===== src/rtl/lfsr_noise_gen.sv =====
// Pseudo-random noise source: programmable-tap LFSR, rate divider, serial bit and word output.
// Define LFSR_GALOIS_EN to build the Galois step instead of the default Fibonacci step.
module lfsr_noise_gen #(
    parameter int unsigned WIDTH     = 16,
    parameter int unsigned OUT_WIDTH = 8,
    parameter int unsigned DIV_WIDTH = 16
) (
    input  logic                 clk,
    input  logic                 rst_n,
    input  logic                 enable,
    input  logic                 seed_load,
    input  logic [WIDTH-1:0]     seed,
    input  logic [WIDTH-1:0]     taps,
    input  logic [DIV_WIDTH-1:0] rate_div,
    output logic                 noise,
    output logic [OUT_WIDTH-1:0] noise_word,
    output logic                 word_valid,
    output logic                 lockup
);

    localparam int unsigned CNT_W = $clog2(OUT_WIDTH);

    logic [WIDTH-1:0]     lfsr_q,    lfsr_d;
    logic [DIV_WIDTH-1:0] div_cnt_q, div_cnt_d;
    logic [CNT_W-1:0]     bit_cnt_q, bit_cnt_d;
    logic [OUT_WIDTH-1:0] shift_q,   shift_d;
    logic [OUT_WIDTH-1:0] word_q,    word_d;
    logic                 noise_q,   noise_d;
    logic                 valid_q,   valid_d;
    logic                 lockup_q,  lockup_d;

    logic                 step_c;
    logic [WIDTH-1:0]     lfsr_step_c;
    logic                 new_bit_c;

    assign step_c = enable && !seed_load && (div_cnt_q == rate_div);

    // One LFSR advance, ignoring the all-zero case handled below
    always_comb begin
`ifdef LFSR_GALOIS_EN
        lfsr_step_c = {lfsr_q[WIDTH-2:0], 1'b0} ^ (lfsr_q[WIDTH-1] ? taps : '0);
`else
        lfsr_step_c = {lfsr_q[WIDTH-2:0], ^(lfsr_q & taps)};
`endif
    end

    always_comb begin
        lfsr_d    = lfsr_q;
        div_cnt_d = div_cnt_q;
        bit_cnt_d = bit_cnt_q;
        shift_d   = shift_q;
        word_d    = word_q;
        noise_d   = noise_q;
        valid_d   = 1'b0;
        lockup_d  = 1'b0;
        new_bit_c = 1'b0;

        if (seed_load) begin
            // A zero seed would lock the register, so substitute all-ones and flag it
            lfsr_d    = (seed == '0) ? '1 : seed;
            lockup_d  = (seed == '0);
            div_cnt_d = '0;
            bit_cnt_d = '0;
            shift_d   = '0;
        end else if (enable) begin
            if (step_c) begin
                div_cnt_d = '0;
                if (lfsr_q == '0) begin
                    lfsr_d    = '1;
                    new_bit_c = 1'b0;
                    lockup_d  = 1'b1;
                end else begin
                    lfsr_d    = lfsr_step_c;
                    new_bit_c = lfsr_q[WIDTH-1];
                end
                noise_d = new_bit_c;
                shift_d = {shift_q[OUT_WIDTH-2:0], new_bit_c};
                if (bit_cnt_q == CNT_W'(OUT_WIDTH - 1)) begin
                    word_d    = shift_d;
                    valid_d   = 1'b1;
                    bit_cnt_d = '0;
                end else begin
                    bit_cnt_d = bit_cnt_q + CNT_W'(1);
                end
            end else begin
                div_cnt_d = div_cnt_q + DIV_WIDTH'(1);
            end
        end
    end

    always_ff @(posedge clk) begin
        if (!rst_n) begin
            lfsr_q    <= '1;
            div_cnt_q <= '0;
            bit_cnt_q <= '0;
            shift_q   <= '0;
            word_q    <= '0;
            noise_q   <= 1'b0;
            valid_q   <= 1'b0;
            lockup_q  <= 1'b0;
        end else begin
            lfsr_q    <= lfsr_d;
            div_cnt_q <= div_cnt_d;
            bit_cnt_q <= bit_cnt_d;
            shift_q   <= shift_d;
            word_q    <= word_d;
            noise_q   <= noise_d;
            valid_q   <= valid_d;
            lockup_q  <= lockup_d;
        end
    end

    assign noise      = noise_q;
    assign noise_word = word_q;
    assign word_valid = valid_q;
    assign lockup     = lockup_q;

endmodule


===== config.mk =====
export PLATFORM = sky130hd
export DESIGN_NAME = lfsr_noise_gen
export DESIGN_NICKNAME = d
export VERILOG_FILES = /design/src/rtl/lfsr_noise_gen.sv
export SDC_FILE = /design/constraint.sdc
export NUM_CORES = 1
export LEC_CHECK = 0
export ABC_CLOCK_PERIOD_IN_PS = 3600
export BUFFER_PORTS_ARGS = -buffer_cell sky130_fd_sc_hd__clkbuf_2
export CAP_MARGIN = 25
export CELL_PAD_IN_SITES_DETAIL_PLACEMENT = 1
export CELL_PAD_IN_SITES_GLOBAL_PLACEMENT = 2
export CORE_ASPECT_RATIO = 1.25
export CORE_MARGIN = 2
export CORE_UTILIZATION = 33
export CTS_CLUSTER_SIZE = 28
export DETAILED_ROUTE_END_ITERATION = 12
export HOLD_SLACK_MARGIN = 0.08
export PLACE_DENSITY = 0.8
export SLEW_MARGIN = 20
export SYNTH_ARGS = -nofsm -noshare
export SYNTH_HDL_FRONTEND = slang
export SYNTH_SLANG_ARGS = --single-unit

===== constraint.sdc =====
create_clock -name clk -period 3.6 [get_ports clk]
set_input_delay 0.18 -clock clk [delete_from_list [all_inputs] [get_ports clk]]
set_output_delay 0.18 -clock clk [all_outputs]
set_load 0.01 [all_outputs]

== Word level (Yosys, flattened, before mapping) ==
Index checks and enable logic that the tools add are counted.

* Register bits after elaboration: 53
* Bits in latches: 0
* Memory bits (writable): 0
* ROM bits: 0
* Logic and storage cells: 44
* Memories: 0

* Add/subtract/negate cells: 2
* $mul: 0
* Div/mod/pow operators: 0
* Magnitude comparators: 0
* Equal/unequal tests: 2
* Shifts and indexed selects: 0
* Muxes and demuxes: 13
* Bitwise gates (word level): 5
* Reduce and logical (&&, ||, !) cells: 14

{| class="wikitable"
|+ Operator list
! kind !! number
|-
| $mux W16 || 6
|-
| $logic_not A16 Y1 || 2
|-
| $add A16 B1 Y16 const B || 1
|-
| $and A16 B16 Y16 || 1
|-
| $eq A16 B16 Y1 || 1
|-
| $reduce_xor A16 Y1 || 1
|-
| $mux W1 || 6
|-
| $not A1 Y1 || 4
|-
| $reduce_and A2 Y1 || 2
|-
| $reduce_and A4 Y1 || 1
|-
| $reduce_bool A2 Y1 || 2
|-
| $reduce_or A4 Y1 || 1
|-
| $add A3 B1 Y3 const B || 1
|-
| $eq A3 B3 Y1 const B || 1
|-
| $mux W3 || 1
|-
| $reduce_and A3 Y1 || 1
|-
| $logic_and A1 B1 Y1 || 2
|-
| $reduce_or A2 Y1 || 1
|-
| $logic_not A1 Y1 || 1
|}

== Longest topological paths before layout ==
* Depth in word-level cells: 6
* Mapped depth: 9
* Depth with buffers taken out: 6

== Worst setup path after synthesis ==
Ideal clock, no wire load.

* Path type: flip-flop to flip-flop
* Start: reg div_cnt_q[12]
* End: reg lfsr_q[0]
* Library setup time: 115 ps
* Data arrival time: 2,021 ps
* Path slack: 1,464 ps
* Stages on the path, launching flop included: 7
* Period minus slack after synthesis: 2,136 ps
* Cell sequence: dfxtp_1 -> xor2_1 -> or4b_4 -> nor4_4 -> a21oi_2 -> a221oi_2 -> a21bo_2

* Longest elaborated chain between the ends: 4

{| class="wikitable"
|+ Ends and longest elaborated chain
! what !! RTL line !! source
|-
| start: declaration || 24 || <nowiki>logic [DIV_WIDTH-1:0] div_cnt_q, div_cnt_d;</nowiki>
|-
| start signal: assignment || 103 || <nowiki>div_cnt_q <= div_cnt_d;</nowiki>
|-
| $eq A16 B16 Y1 || 36 || <nowiki>assign step_c = enable && !seed_load && (div_cnt_q == rate_div);</nowiki>
|-
| $logic_and A1 B1 Y1 || 36 ||
|-
| $reduce_bool A2 Y1 (no line) || - ||
|-
| $reduce_and A2 Y1 (no line) || - ||
|-
| end signal: assignment || 102 || <nowiki>lfsr_q <= lfsr_d;</nowiki>
|-
| end: declaration || 23 || <nowiki>logic [WIDTH-1:0] lfsr_q, lfsr_d;</nowiki>
|}

Every way passes these cells.
A chain may end at the register's enable or synchronous reset.

== Worst setup path in the final report ==
* Start: reg div_cnt_q[12]
* End: reg div_cnt_q[15]

* Longest elaborated chain between the ends: 3
* Elaborated cells between the ends (all ways): 4

{| class="wikitable"
|+ Ends and longest elaborated chain
! what !! RTL line !! source
|-
| branches (longest 2 deep; another with $add A16 B1 Y16) || - ||
|-
| $mux W16 (*) || 66 || <nowiki>if (step_c) begin</nowiki>
|}

Mark *: on every way between the ends.

==> results.txt <==
met3 WL -> 308 microns
routed vias/inst -> 5.15
largest area contributor in the netlist -> dfxtp_1
row count -> 37
CP endpoint kind -> flip-flop
Int Pwr -> 0.000836 W
RSZ-0062 raised after global routing -> no
post-synth cell types -> 35
Seq/Total Area, Yosys -> 38.8%
post-synth design cell area -> 0.00274 sq mm
GR Overflow Total -> 0
GRT Util Overall -> 17.1%
DRT Pass-1 Iters -> 4
Seq pwr share -> 54.6%
Die Wd -> 85.5 microns
vias -> 2509
worst min path class -> input port to flip-flop
Synthesis Warnings -> 0
largest net degree at the start of global routing -> 25
share of cells above drive strength 1 -> 19.7%
CTS tree -> yes
I/O Pins -> 63
clock transition at the registers of the reported paths -> 0.09 ns
n_diodes -> 0
pwr dens -> 354 mW/mm^2
clock buffer depth -> 2
Post CTS Setup Buffer Count -> 0
total negative slack -> 0 ns
gpl congestion -> 0.810
final hold vios -> 0
worst min-delay path startpoint -> seed[1]
power share of the clock group -> 30.6%
Crit Path Max Fanout -> 15
WP buf/inv -> 0
placed cell areas -> 0.00310 sq mm
Critical Path Slowest Stage Cell -> or4b_4
port bufs -> 62
DRT iter0 DRCs -> 80
Area Growth Syn to Fin -> 16.5%
worst r2r src -> div_cnt_q[12]
cts hold-fix bufs -> 0
syn nets -> 389
crit-path max cell delay -> 0.58 ns
Final period util -> 72.4%
wire length per cell -> 15.3 microns
met1 wire length -> 3.00 mm
core area -> 0.00815 sq mm
post-CTS sizing -> 0
Worst VDD drop -> 0.170 mV
die area -> 0.00904 sq mm
Least-Margin Pin Slew -> 0.841 ns
Max transition margin -> 44.0%
initial antenna violation count -> 0
highest metal used -> met4
max-cap violations -> 0
flops & latches, synth -> 53
cell area after layout -> 0.00319 sq mm
Crit Path Category -> flip-flop to flip-flop
max-slew violation total from the final report -> 0
post-DP HPWL -> 5.74 mm
Required @ worst endpoint -> 3.78 ns
total wire length -> 7.43 mm
Logic pwr share -> 14.8%
detailed-route DRC error count -> 0
Setup Skew -> 0.00217 ns
Synth top area share -> 38.8%
Antenna Nets Post-Route -> 0
crit path DAT -> 2.78 ns
Post-Syn Instances -> 334
leakage dissipation -> 1.27 nW
Sw Share -> 25.9%
Initial Util -> 33.6%
clk sinks -> 53
Root Driver -> clkbuf_8
Die Y-Extent -> 106 microns
Period minus WS final -> 2.60 ns
final setup violation count -> 0
outcome -> completed
met2 WL -> 4.00 mm
Nets -> 445
Clock Latency Late Sink -> 0.30 ns
H-tree level count -> 2
critical-path cell list -> xor2_1 -> or4b_4 -> nor4_4 -> nand2_2 -> nand2b_1 -> nor2_1
Worst Setup Start Kind -> flip-flop
Min Hold Slack -> 0.113 ns
Sw Pwr -> 0.000292 W
total CTS buffers -> 5
Area contributors post-synth -> dfxtp_1 39%, nand2_1 12%, xnor2_1 9.3%
syn_area_per_cell -> 8.20 sq um
first-pass GRT wire length -> 12.3 mm
Critical Path Source -> div_cnt_q[12]
number of global-route vias before repair -> 2585
Worst path top cell family by delay -> simple AND/OR/NAND/NOR gates
Max Clock Freq -> 384 MHz
-- worst register-to-register path, stage by stage, from the launching register on --
cell      delay, ns
dfxtp_1        0.37
xor2_1         0.20
or4b_4         0.58
nor4_4         0.40
nand2_2        0.25
nand2b_1       0.56
nor2_1         0.12
-- state kept, by name, indices dropped and copies added (netlist names) --
name and count:
bit_cnt_q 3, div_cnt_q 16, lfsr_q 16, lockup 1, noise 1, noise_word 8
shift_q 7, word_valid 1
-- power groups by stage --
stage,Sequential [W],Clock [W],Combinational (W)
4_1_cts,0.000617,0.000356,0.000170
3_5_place_dp,0.000630,0,0.000169
6_report,0.000616,0.000346,0.000166
3_3_place_gp,0.000630,0,0.000167
5_1_grt,0.000619,0.000382,0.000187
2_1_floorplan,0.000623,0,0.000114
-- cell usage in the layout (no fill, tap or decap) --
cell type and n:
a21oi_1 11, nor4_1 7, a21bo_2 1, ha_1 3, nor3b_1 2, o31ai_1 1
and2_1 3, xor2_1 17, or3_1 2, nand2_1 86, a221oi_2 1, o32ai_1 1
nor4b_1 1, dfxtp_1 53, nand3_1 11, and4_1 1, or2_2 1, a21boi_0 9
clkbuf_2 62, nor2_1 22, nand4_1 8, a21oi_2 1, and3_1 5, nand4b_1 1
xnor2_1 29, nand2_2 1, or4b_4 1, nor4_4 1, a21o_1 1, inv_1 2
nand2b_1 19, clkbuf_1 1, nor3_1 2, clkbuf_8 6, a221oi_1 15, buf_4 2
-- final timing paths --
kind	to	slack (ns)	cells after the start
hold / removal	lfsr_q[1]	0.11	3
setup reg to reg	div_cnt_q[15]	1.0	6
hold reg to reg	noise_word[4]	0.47	2
setup / recovery	div_cnt_q[15]	1.0	6
-- metrics by stage --
stage	worst slack (ns)	cells	power [W]	util [%]
2_1_floorplan	1.46	334	0.000737	-
3_3_place_gp	1.07	480	0.000797	38.1
3_5_place_dp	0.995	480	0.000799	38.1
4_1_cts	0.964	487	0.00114	39.1
5_1_grt	0.809	487	0.00119	39.1
6_report	0.995	487	0.00113	39.1
-- synthesized netlist by cell type (all sizes together) --
library cell,n
a21oi,12
or4b,1
nand4b,1
nand3,11
ha,3
buf,4
inv,2
and4,1
nor3b,2
o31ai,1
nor2,22
xor2,17
o32ai,1
and2,3
nor4,8
a221oi,16
clkbuf,11
nor3,2
dfxtp,53
and3,5
xnor2,29
nand2b,19
or2,1
or3,2
a21bo,1
a21o,1
a21boi,9
nand2,87
nor4b,1
nand4,8
-- kinds of logic (layout without fill, tap and decap cells) --
| family | after synthesis | count (layout) | share of synthesized area [%] |
|---|---|---|---|
| xor+xnor | 46 | 46 | 14.7 |
| buf+inv | 17 | 73 | 3.29 |
| simple gates | 174 | 174 | 30.5 |
| compound gates | 41 | 41 | 11.4 |
| flops | 53 | 53 | 38.8 |
| fa+ha+maj | 3 | 3 | 1.37 |
-- metal layers --
layer	global-route usage, %	vias to the layer above
li1	-	1243
met1	19.3	1205
met2	32.4	52
met3	2.82	9
met4	4.88	0
met5	0	-
-- final cells by class --
type	instances	area (sq um)
clock buffers	7	86.3
fillers	1048	4960
inverters	2	7.51
multi-input cells	264	1590
flip-flops and latches	53	1060
well taps	97	121
repair buffers	64	325
Note: power is estimated with default switching activity, not from simulation.
